## config.mk

```make
export PLATFORM = sky130hd
export DESIGN_NAME = bsc_channel_injector
export DESIGN_NICKNAME = d
export VERILOG_FILES = /design/src/rtl/bsc_channel_injector.sv
export SDC_FILE = /design/constraint.sdc
export NUM_CORES = 1
export LEC_CHECK = 0
export BUFFER_PORTS_ARGS = -buffer_cell sky130_fd_sc_hd__buf_2
export CAP_MARGIN = 20
export CORE_MARGIN = 2
export CORE_UTILIZATION = 55
export CTS_CLUSTER_SIZE = 24
export DETAILED_ROUTE_END_ITERATION = 10
export GPL_ROUTABILITY_DRIVEN = 0
export PLACE_DENSITY_LB_ADDON = 0.3
export SYNTH_ARGS = -nofsm -noshare
export SYNTH_HDL_FRONTEND = slang
export SYNTH_SLANG_ARGS = --single-unit
export TNS_END_PERCENT = 5
```

## constraint.sdc

```tcl
create_clock -name clk -period 10.46 [get_ports clk]
set_clock_uncertainty 0.15 [all_clocks]
set_input_delay 0.523 -clock clk [delete_from_list [all_inputs] [get_ports clk]]
set_output_delay 0.523 -clock clk [all_outputs]
set_load 0.05 [all_outputs]
```

## src/rtl/bsc_channel_injector.sv

```systemverilog
// Channel-error injector: flips bits of a valid/ready hard-decision symbol stream using
// per-lane Galois LFSRs, in memoryless BSC or two-state Gilbert-Elliott burst mode.
module bsc_channel_injector #(
  parameter int unsigned N      = 2,
  parameter int unsigned PROB_W = 16,
  parameter logic [31:0] SEED   = 32'd54321
) (
  input  logic              clk,
  input  logic              rst_n,

  input  logic              in_valid,
  output logic              in_ready,
  input  logic [N-1:0]      in_sym,
  input  logic              in_last,

  output logic              out_valid,
  input  logic              out_ready,
  output logic [N-1:0]      out_sym,
  output logic              out_last,
  output logic [N-1:0]      out_flip,

  input  logic              mode,
  input  logic [PROB_W-1:0] thr_good,
  input  logic [PROB_W-1:0] thr_bad,
  input  logic [PROB_W-1:0] thr_g2b,
  input  logic [PROB_W-1:0] thr_b2g,
  input  logic              reseed,
  input  logic              stats_clr,
  output logic              ge_bad,
  output logic [31:0]       sym_count,
  output logic [31:0]       flip_count
);

  localparam logic [31:0] LfsrMask = 32'h80200003;
  localparam logic [0:0]  StGood   = 1'b0;
  localparam logic [0:0]  StBad    = 1'b1;

  function automatic logic [31:0] fix_seed(input logic [31:0] s);
    return (s == 32'd0) ? 32'd1 : s;
  endfunction

  function automatic logic [31:0] lane_seed(input int unsigned idx);
    logic [31:0] k;
    k = 32'(idx + 1);
    return fix_seed(SEED ^ (k * 32'h9E3779B9));
  endfunction

  function automatic logic [31:0] lfsr_step(input logic [31:0] x);
    return x[0] ? ((x >> 1) ^ LfsrMask) : (x >> 1);
  endfunction

  logic [31:0]       lane_q [N];
  logic [31:0]       st_lfsr_q;
  logic [0:0]        ge_state_q, ge_state_d;
  logic              out_valid_q, out_last_q;
  logic [N-1:0]      out_sym_q, out_flip_q;
  logic [31:0]       sym_cnt_q, sym_cnt_d;
  logic [31:0]       flip_cnt_q, flip_cnt_d;

  logic              accept;
  logic [PROB_W-1:0] thr;
  logic [PROB_W-1:0] st_rand;
  logic [N-1:0]      flip;
  logic [3:0]        flip_pop;
  logic [32:0]       flip_sum;

  assign in_ready = !reseed && (!out_valid_q || out_ready);
  assign accept   = in_valid && in_ready;
  assign thr      = (mode && (ge_state_q == StBad)) ? thr_bad : thr_good;
  assign st_rand  = st_lfsr_q[PROB_W-1:0];

  always_comb begin
    flip     = '0;
    flip_pop = '0;
    for (int unsigned i = 0; i < N; i++) begin
      flip[i]  = lane_q[i][PROB_W-1:0] < thr;
      flip_pop = flip_pop + {3'd0, flip[i]};
    end
  end

  // The transition decided here takes effect for the next accepted symbol.
  always_comb begin
    ge_state_d = ge_state_q;
    if (!mode) begin
      ge_state_d = StGood;
    end else begin
      unique case (ge_state_q)
        StGood:  if (st_rand < thr_g2b) ge_state_d = StBad;
        StBad:   if (st_rand < thr_b2g) ge_state_d = StGood;
        default: ge_state_d = StGood;
      endcase
    end
  end

  always_comb begin
    sym_cnt_d  = sym_cnt_q;
    flip_cnt_d = flip_cnt_q;
    flip_sum   = {1'b0, flip_cnt_q} + {29'd0, flip_pop};
    if (stats_clr) begin
      sym_cnt_d  = '0;
      flip_cnt_d = '0;
    end else if (accept) begin
      if (sym_cnt_q != 32'hFFFFFFFF) sym_cnt_d = sym_cnt_q + 32'd1;
      flip_cnt_d = flip_sum[32] ? 32'hFFFFFFFF : flip_sum[31:0];
    end
  end

  always_ff @(posedge clk) begin
    if (!rst_n) begin
      for (int unsigned i = 0; i < N; i++) lane_q[i] <= lane_seed(i);
      st_lfsr_q   <= fix_seed(SEED ^ 32'h5A5A5A5A);
      ge_state_q  <= StGood;
      out_valid_q <= 1'b0;
      out_sym_q   <= '0;
      out_flip_q  <= '0;
      out_last_q  <= 1'b0;
      sym_cnt_q   <= '0;
      flip_cnt_q  <= '0;
    end else begin
      if (reseed) begin
        for (int unsigned i = 0; i < N; i++) lane_q[i] <= lane_seed(i);
        st_lfsr_q  <= fix_seed(SEED ^ 32'h5A5A5A5A);
        ge_state_q <= StGood;
      end else if (accept) begin
        for (int unsigned i = 0; i < N; i++) lane_q[i] <= lfsr_step(lane_q[i]);
        st_lfsr_q  <= lfsr_step(st_lfsr_q);
        ge_state_q <= ge_state_d;
      end

      // A held symbol may still drain while reseed blocks acceptance.
      if (accept) begin
        out_valid_q <= 1'b1;
        out_sym_q   <= in_sym ^ flip;
        out_flip_q  <= flip;
        out_last_q  <= in_last;
      end else if (out_ready) begin
        out_valid_q <= 1'b0;
      end

      sym_cnt_q  <= sym_cnt_d;
      flip_cnt_q <= flip_cnt_d;
    end
  end

  assign out_valid  = out_valid_q;
  assign out_sym    = out_sym_q;
  assign out_flip   = out_flip_q;
  assign out_last   = out_last_q;
  assign ge_bad     = (ge_state_q == StBad);
  assign sym_count  = sym_cnt_q;
  assign flip_count = flip_cnt_q;

endmodule

```

==> results of run 1 <==
==> layout by cell type, fill, tap and decap left out, types with 18 or more instances in the layout <==
cell type  synthesis  layout
nor2_1            63      63
or2_2             33      33
xnor2_1           40      40
clkbuf_16          0      18
a21oi_1           54      54
inv_1             52      52
ha_1              60      60
nand2_1           98      97
dfxtp_1          103     103
edfxtp_1          64      64
xor2_1            18      18
nand3_1           44      43
mux2i_1           19      19
buf_2              1     145
and3_1            38      37
nand4_1           22      22
==> per-layer routing <==
| metal | wire [microns] | vias up | GRT usage | part of all wire |
|---|---|---|---|---|
| li1 | - | 3377 | - | - |
| met1 | 8650 | 3130 | 0.319 | 0.47 |
| met2 | 8390 | 147 | 0.361 | 0.46 |
| met3 | 1040 | 23 | 0.0644 | 0.057 |
| met4 | 247 | 0 | 0.0723 | 0.013 |
| met5 | 0 | - | 0 | 0 |
==> worst max-delay path, cell delays in order, from the launching register on <==
cell	delay (ns)
dfxtp_1	0.51
nand2_1	0.55
mux2i_1	0.42
ha_1	0.30
a21oi_1	0.15
o21ai_0	0.10
a2111oi_0	0.43
o211a_1	0.26
inv_1	0.07
fa_1	0.40
inv_1	0.10
ha_1	0.26
nand4_1	0.28
or2_1	0.65
and4_1	0.37
nor3_2	0.10
==> sequential cells by signal, indices dropped and copies added (netlist names) <==
name	cells
ge_bad	1
out_sym	2
sym_count	32
flip_count	32
st_lfsr_q	32
lane_q	64
out_last	1
out_flip	2
out_valid	1
==> area by class of cell <==
type | instances | area (sq um)
Clock buffer | 22 | 499
Clock inverter | 8 | 45.0
Fill cell | 1263 | 5310
Inverter | 52 | 195
Multi-Input combinational cell | 628 | 4170
Sequential cell | 167 | 3980
Tap cell | 188 | 235
Timing Repair Buffer | 150 | 763
==> through the flow <==
step / std cells / utilization / power (mW) / area, sq um / setup WS [ns]
final: 1215 / 0.651 / 1.40 / 9890 / 5.29
after global routing: 1215 / 0.651 / 1.46 / 9890 / 4.82
after CTS: 1215 / 0.651 / 1.42 / 9890 / 5.29
after detailed placement: 1185 / 0.615 / 0.837 / 9350 / 5.17
after global placement: 1185 / 0.615 / 0.834 / 9350 / 5.33
after floorplan: 891 / - / 0.796 / 8540 / 5.89
==> logic make-up after synthesis <==
| logic type | synth area share |
|---|---|
| flip-flops | 0.467 |
| AND/OR/NAND/NOR | 0.230 |
| adder cells (fa/ha/maj) | 0.0903 |
| XOR/XNOR | 0.0595 |
| AO/OA/AOI/OAI | 0.0850 |
| multiplexers | 0.0223 |
| buffers and inverters | 0.0463 |
==> worst paths after layout <==
| path | startpoint | to | slack, ns | cells after the start |
|---|---|---|---|---|
| worst max-delay path | ge_bad | flip_count[25] | 5.29 | 15 |
| worst min-delay path | in_last | out_last | 0.20 | 3 |
| worst max register to register | ge_bad | flip_count[25] | 5.29 | 15 |
| worst min register to register | st_lfsr_q[18] | st_lfsr_q[18] | 0.31 | 2 |
==> power by group <==
part           leakage (nW)  switching, mW  internal (mW)
Combinational          2.56         0.0718         0.0478
Sequential             1.44         0.0110          0.693
Clock                 0.280          0.245          0.335
Total                  4.29          0.328           1.08
==> reports/metrics.yaml, run 1 <==
root_buffer: "clkbuf_16"
drtIter0Drc: 425
routedWlPerCell_microns: 15.1
postCtsSetupBuffers: 0
insertion_delay_ns: 0.43
die_h_microns: 129
fin_setup_tns_ns: 0
antenna_cells: 0
drive_gt1_frac: 0.222
slew_viol_final: 0
p_per_area_nw_per_um2: 142
synth-async-reset-ratio: 0
dr.pass1.iters: 5
synth_largest_area_cell: "dfxtp_1"
cts_resized: 0
fmax_ghz: 0.193
core-area_sq_um: 15200
crit_path_end_kind: "register"
ys_ff_latch: 167
synth_ff_type: "dfxtp_1"
placementRows: 45
yosysMostFrequentCell: "dfxtp_1"
cts_buffers: 17
ys_types: 60
path_class: "register to register"
drv_cap: 0
dieArea_sq_um: 16500
grt_pass1_wl_mm: 30.8
dp_hpwl_mm: 12.4
hold_violations: 0
synth_area_sq_um: 8540
min_path_type: "input pin to register"
period_minus_slack_ns: 5.17
syn_nets: 1026
rsz0062_at_grt: "no"
critPathRequiredTime_ns: 10.66
viasPerCell: 5.50
worstMarginPinSlew_ns: 0.972
ys_seq_area_frac: 0.467
cts-hold-fix-buffers: 0
synth_top_area_share: 0.241
status: "complete, no violations"
relSlewSlack: 0.347
grt-ovfl-total: 0
synth_warnings: 0
ys_top_cells_by_area: "dfxtp_1, edfxtp_1, ha_1"
yosys-top-cells-count: "dfxtp_1, nand2_1, edfxtp_1"
irDropWorstVdd_v: 0.000131
fin_crit_sh: 0.494
startpoint_type: "register"
first_global_vias: 6370
avgSynthCellArea_sq_um: 9.58
ant_nets: 0
critical_path.max_fanout: 26
htree_levels: 4
holdWs_ns: 0.200
via_count: 6677
postRouteWirelength_mm: 18.3
setup_viol: 0
clk_pin_slew_worst_paths_ns: 0.06
synth_edf_count: 64
track_usage: 0.232
cts_tree: "done"
clock-sinks: 167
io_buffers: 145
syn2layout_area_growth_pct: 15.9
final_nets: 1151
grt_max_degree: 76
die_w_microns: 129
syn_inst: 891
ioPinCount: 146
critical_path_arrival_ns: 5.37
antenna_found_initial: 0
initial_core_util: 0.562
p_leak_nw: 4.29
clk_path_buf_depth: 2
drc: 0
Note: power is estimated with default switching activity, not from simulation.
==> run 2, diff against run 1 <==
--- a/config.mk
+++ b/config.mk
@@ -8,7 +8,7 @@
 export BUFFER_PORTS_ARGS = -buffer_cell sky130_fd_sc_hd__buf_2
 export CAP_MARGIN = 20
 export CORE_MARGIN = 2
-export CORE_UTILIZATION = 55
+export CORE_UTILIZATION = 51
 export CTS_CLUSTER_SIZE = 24
 export DETAILED_ROUTE_END_ITERATION = 10
 export GPL_ROUTABILITY_DRIVEN = 0
==> constraint.sdc (replaced) <==
create_clock -name clk -period 4.2 [get_ports clk]
set_clock_uncertainty 0.15 [all_clocks]
set_input_delay 0.21 -clock clk [delete_from_list [all_inputs] [get_ports clk]]
set_output_delay 0.21 -clock clk [all_outputs]
set_load 0.05 [all_outputs]
==> reports/metrics.yaml, run 2 (synthesized netlist as in run 1, its figures left out) <==
fin_crit_sh: 0.945  # +0.451
status: "complete, no violations"
initial_core_util: 0.519  # -0.0431
critical_path.max_fanout: 15  # -42%
viasPerCell: 5.40  # -1.8%
startpoint_type: "register"
worstMarginPinSlew_ns: 0.921  # -0.0505 ns
critical_path_arrival_ns: 4.11  # -1.26 ns
drtIter0Drc: 425  # unchanged
p_per_area_nw_per_um2: 347  # +140%
holdWs_ns: 0.0478  # -0.152 ns
die_h_microns: 133  # +3.7%
fmax_ghz: 0.252  # +30%
setup_ws_ns: 0.230  # -5.06 ns
final_area_sq_um: 10100  # +2.3%
first_global_vias: 6290  # -1.3%
grt-ovfl-total: 0  # unchanged
setup_viol: 0  # unchanged
via_count: 6827  # +2.2%
clock-sinks: 167  # unchanged
ant_nets: 0  # unchanged
irDropWorstVdd_v: 0.000307  # +130%
root_buffer: "clkbuf_16"
cts_buffers: 17  # unchanged
fin_setup_tns_ns: 0  # unchanged
io_buffers: 145  # unchanged
postRouteWirelength_mm: 18.6  # +1.7%
instances_no_fill: 1265  # +4.1%
placed_cell_area_sq_um: 9490  # +1.5%
antenna_found_initial: 1  # +1
routedWlPerCell_microns: 14.7  # -2.3%
place_inst: 1228  # +3.6%
final_nets: 1166  # +1.3%
regMostFlops: "lane_q"
grt_max_degree: 82  # +7.9%
cts_tree: "done"
relSlewSlack: 0.381  # +0.0339
drive_gt1_frac: 0.232  # +0.00979
placementRows: 47  # +4.4%
final_cell_mix: "buf_2, dfxtp_1, nand2_1"
grt_pass1_wl_mm: 30.5  # -1.0%
critPathRequiredTime_ns: 4.34  # -6.32 ns
track_usage: 0.210  # -0.0219
dieArea_sq_um: 17800  # +7.6%
worst-r2r-setup-slack_ns: 0.23  # -5.06 ns
dp_hpwl_mm: 12.8  # +3.1%
period_minus_slack_ns: 3.97  # -1.20 ns
slew_viol_final: 0  # unchanged
drc: 0  # unchanged
crit_path_end_kind: "register"
ioPinCount: 146  # unchanged
mostFrequentLayoutCell: "buf_2"
clk_path_buf_depth: 2  # unchanged
clk_pin_slew_worst_paths_ns: 0.06  # about the same
dr.pass1.iters: 5  # unchanged
core-area_sq_um: 16500  # +8.3%
hold_violations: 0  # unchanged
min_path_type: "input pin to register"
rsz0062_at_grt: "no"
syn2layout_area_growth_pct: 18.5
drv_cap: 0  # unchanged
insertion_delay_ns: 0.42  # about the same
htree_levels: 4  # unchanged
die_w_microns: 133  # +3.7%
largest_reg_flops: 64  # unchanged
dp_slack_ns: 0.152  # -5.02 ns
path_class: "register to register"
p_leak_nw: 4.31  # +0.63%
[run 2: cell types whose count changed in the layout (fill, tap and decap cells not counted), sizes merged]
cell	change
clkinv	-2
dlygate4sd3	+4
buf	+11
clkinvlp	+4
bufinv	+1
diode	+1
clkbuf	+1
inv	-2
[run 2: final cells by class]
type                       instances  area [sq um]
antenna                            1          2.50
multi-input combinational        628          4210
inverter                          52           195
sequential                       167          3990
timing repair buffer             165           898
tap                              220           275
clock inverter                     9          77.6
fill                            1424          6350
clock buffer                      23           468
[run 2: report_power, final]
| group | internal (mW) | switching [mW] |
|---|---|---|
| registers | 1.72 | 0.0264 |
| logic | 0.128 | 0.184 |
| clock network | 0.841 | 0.604 |
[run 2: critical path: stages (launching register included)]
cell     delay, ns
dfxtp_4       0.34
nand2_1       0.09
buf_12        0.18
mux2i_4       0.24
ha_1          0.26
a21o_1        0.16
a21o_1        0.17
a21oi_1       0.20
o22ai_1       0.14
or2_2         0.32
fa_1          0.41
inv_1         0.09
and3_1        0.19
nand3_1       0.22
nor4_1        0.39
xnor2_1       0.18
a21oi_1       0.08
[run 2: per-layer routing]
metal  routed length (microns)  global-route usage
met1                      8820               0.291
met2                      8420               0.322
met3                      1160              0.0544
met4                       236              0.0739
met5                         0                   0
[run 2: what timing repair did]
item,in CTS,in global routing
hold buffers,4,0
hold endpoints to repair,4,0
setup endpoints to repair,0,31
buffers inserted,0,0
gates resized for setup,0,9
[run 2: final timing paths]
check	from	endpoint	depth (start not counted)
hold / removal	rst_n	lane_q[0][55]	2
hold reg to reg	st_lfsr_q[17]	st_lfsr_q[16]	2
setup / recovery	ge_bad	flip_count[31]	16
setup reg to reg	ge_bad	flip_count[31]	16
[run 2: stage by stage]
stage / utilization / power [mW]
after floorplan: - / 1.98
after global placement: 0.576 / 2.08
after detailed placement: 0.576 / 2.09
after CTS: 0.612 / 3.54
after global routing: 0.615 / 3.65
final: 0.615 / 3.51
==> run 3, diff against run 2 <==
--- a/config.mk
+++ b/config.mk
@@ -8,7 +8,7 @@
 export BUFFER_PORTS_ARGS = -buffer_cell sky130_fd_sc_hd__buf_2
 export CAP_MARGIN = 20
 export CORE_MARGIN = 2
-export CORE_UTILIZATION = 51
+export CORE_UTILIZATION = 55
 export CTS_CLUSTER_SIZE = 24
 export DETAILED_ROUTE_END_ITERATION = 10
 export GPL_ROUTABILITY_DRIVEN = 0
==> constraint.sdc (replaced) <==
create_clock -name clk -period 4.3 [get_ports clk]
set_clock_uncertainty 0.15 [all_clocks]
set_input_delay 0.215 -clock clk [delete_from_list [all_inputs] [get_ports clk]]
set_output_delay 0.215 -clock clk [all_outputs]
set_load 0.05 [all_outputs]
==> reports/metrics.yaml, run 3 (synthesized netlist as in run 1, its figures left out) <==
status: "complete, no violations"
pwr-share-seq: 0.479  # -0.020
fin_setup_tns_ns: 0  # unchanged
clk_path_buf_depth: 2  # unchanged
clock_power_share: 0.437  # +0.025
core-area_sq_um: 15200  # -7.7%
p_leak_nw: 4.35  # +0.89%
track_usage: 0.236  # +0.0252
path_class: "register to register"
slew_viol_final: 0  # unchanged
clk_pin_slew_worst_paths_ns: 0.07  # about the same
crit_path_end_kind: "register"
ant_nets: 0  # unchanged
p_switching_mw: 0.839  # +3.0%
critical_path.max_fanout: 15  # unchanged
wl_met1_mm: 8.47  # -4.0%
p_per_area_nw_per_um2: 355  # +2.5%
largest_reg_flops: 64  # unchanged
ioPinCount: 146  # unchanged
insertion_delay_ns: 0.42  # about the same
holdWs_ns: 0.0496  # +0.00184 ns
setup_viol: 0  # unchanged
p_int_mw: 2.73  # +1.5%
antenna_found_initial: 0  # -1
placementRows: 45  # -4.3%
via_count: 6866  # +0.57%
mostFrequentLayoutCell: "buf_2"
instances_no_fill: 1226  # -3.1%
antenna_cells: 0  # -1
grt_max_degree: 80  # -2.4%
dr.pass1.iters: 4  # -1
min_path_type: "input pin to register"
path_cells: "nand2_1 -> buf_12 -> mux2i_1 -> ha_1 -> a21oi_1 -> o21ai_0 -> a2111oi_1 -> o211a_1 -> inv_1 -> fa_1 -> inv_1 -> ha_1 -> nand4_1 -> or2_2 -> buf_4 -> a21oi_1"
die_h_microns: 129  # -3.6%
p_sw_frac: 0.235  # +0.00259
dp_hpwl_mm: 13.0  # +1.4%
fin_crit_sh: 0.946  # about the same
rsz0062_at_grt: "no"
startpoint_type: "register"
viasPerCell: 5.60  # +3.8%
fmax_ghz: 0.246  # -2.4%
die_w_microns: 129  # -3.6%
hold_violations: 0  # unchanged
placed_cell_area_sq_um: 9410  # -0.84%
wl_met2_mm: 8.77  # +4.2%
drtIter0Drc: 437  # +2.8%
relSlewSlack: 0.384  # +0.00330
p_comb_frac: 0.084  # -0.005
power_mw: 3.57  # +1.9%
critical_path.max_stage_delay_ns: 0.47  # +0.06 ns
htree_levels: 4  # unchanged
regMostFlops: "lane_q"
final_nets: 1160  # -0.51%
drc: 0  # unchanged
final_cell_mix: "buf_2, dfxtp_1, nand2_1"
dieArea_sq_um: 16500  # -7.1%
drv_cap: 0  # unchanged
routedWlPerCell_microns: 15.2  # +3.2%
clock-sinks: 167  # unchanged
postCtsSetupBuffers: 0  # unchanged
slowest_stage: "a2111oi_1"
postRouteWirelength_mm: 18.6  # about the same
cts_buffers: 17  # unchanged
dr_wl_met3_mm: 1.07  # -7.7%
root_buffer: "clkbuf_16"
grt_pass1_wl_mm: 31.3  # +2.6%
top_layer_used: "met4"
syn2layout_area_growth_pct: 17.7
drive_gt1_frac: 0.229  # -0.00251
final_area_sq_um: 10100  # -0.63%
place_inst: 1191  # -3.0%
irDropWorstVdd_v: 0.000307  # +0.11%
initial_core_util: 0.562  # +0.0431
critPathRequiredTime_ns: 4.49  # +0.15 ns
worst-r2r-setup-slack_ns: 0.23  # about the same
cts_tree: "done"
grt-ovfl-total: 0  # unchanged
first_global_vias: 6543  # +4.0%
critical_path_arrival_ns: 4.25  # +0.14 ns
period_minus_slack_ns: 4.07  # +0.0982 ns
worstMarginPinSlew_ns: 0.917  # -0.00491 ns
io_buffers: 145  # unchanged
## run 3: changes by cell type in the layout (fill, tap and decap cells not counted), moves of 2 or more
cell,delta
buf_4,-5
clkbuf_1,-4
mux2i_1,+4
inv_4,+3
clkbuf_16,+2
clkbuf_8,-2
clkinv_1,-2
clkinv_4,+2
mux2i_2,-2
mux2i_4,-2
## run 3: critical path: cells and delay by family, from the launching register on
kind | cells | cell delay, ns
compound gates | 5 | 1.10
buf+inv | 4 | 0.55
simple gates | 3 | 0.68
mux | 1 | 0.27
flops | 1 | 0.32
fa+ha+maj | 3 | 0.93
## run 3: power groups by stage
stage | Clock (mW) | Sequential, mW | Combinational [mW]
after floorplan | 0 | 1.75 | 0.183
after global placement | 0 | 1.74 | 0.289
after detailed placement | 0 | 1.74 | 0.296
after CTS | 1.59 | 1.71 | 0.300
after global routing | 1.67 | 1.72 | 0.338
final | 1.56 | 1.71 | 0.299
## run 3: path summary, 6_finish.rpt
path | endpoint | startpoint | cells past startpoint
min reg2reg | st_lfsr_q[26] | st_lfsr_q[27] | 2
max | flip_count[17] | ge_bad | 16
min | out_valid | out_ready | 3
max reg2reg | flip_count[17] | ge_bad | 16
## run 3: timing repair
item / 4_1_cts / 5_1_grt
hold endpoints to repair: 3 / 0
gates resized for setup: 0 / 2
endpoints found under the setup margin: 0 / 16
hold buffers: 3 / 0
## run 3: layout make-up
class | count | area [sq um]
clock buffer | 19 | 475
clock inverter | 13 | 140
fill | 1289 | 5150
inverter | 52 | 195
multi-input combinational | 628 | 4170
sequential | 167 | 3990
tap | 188 | 235
timing repair buffer | 159 | 851
## run 3: through the flow
step	worst slack, ns	util
global route	0.00774	0.661
finish	0.232	0.661
global placement	0.209	0.619
CTS	0.170	0.661
floorplan	0.0389	-
detailed placement	0.106	0.619
## run 3: routing by layer
layer  vias to the layer above  track usage
met1                      3233        0.316
met4                         0       0.0799
met2                       190        0.373
li1                       3410            -
met3                        33       0.0628
met5                         -            0
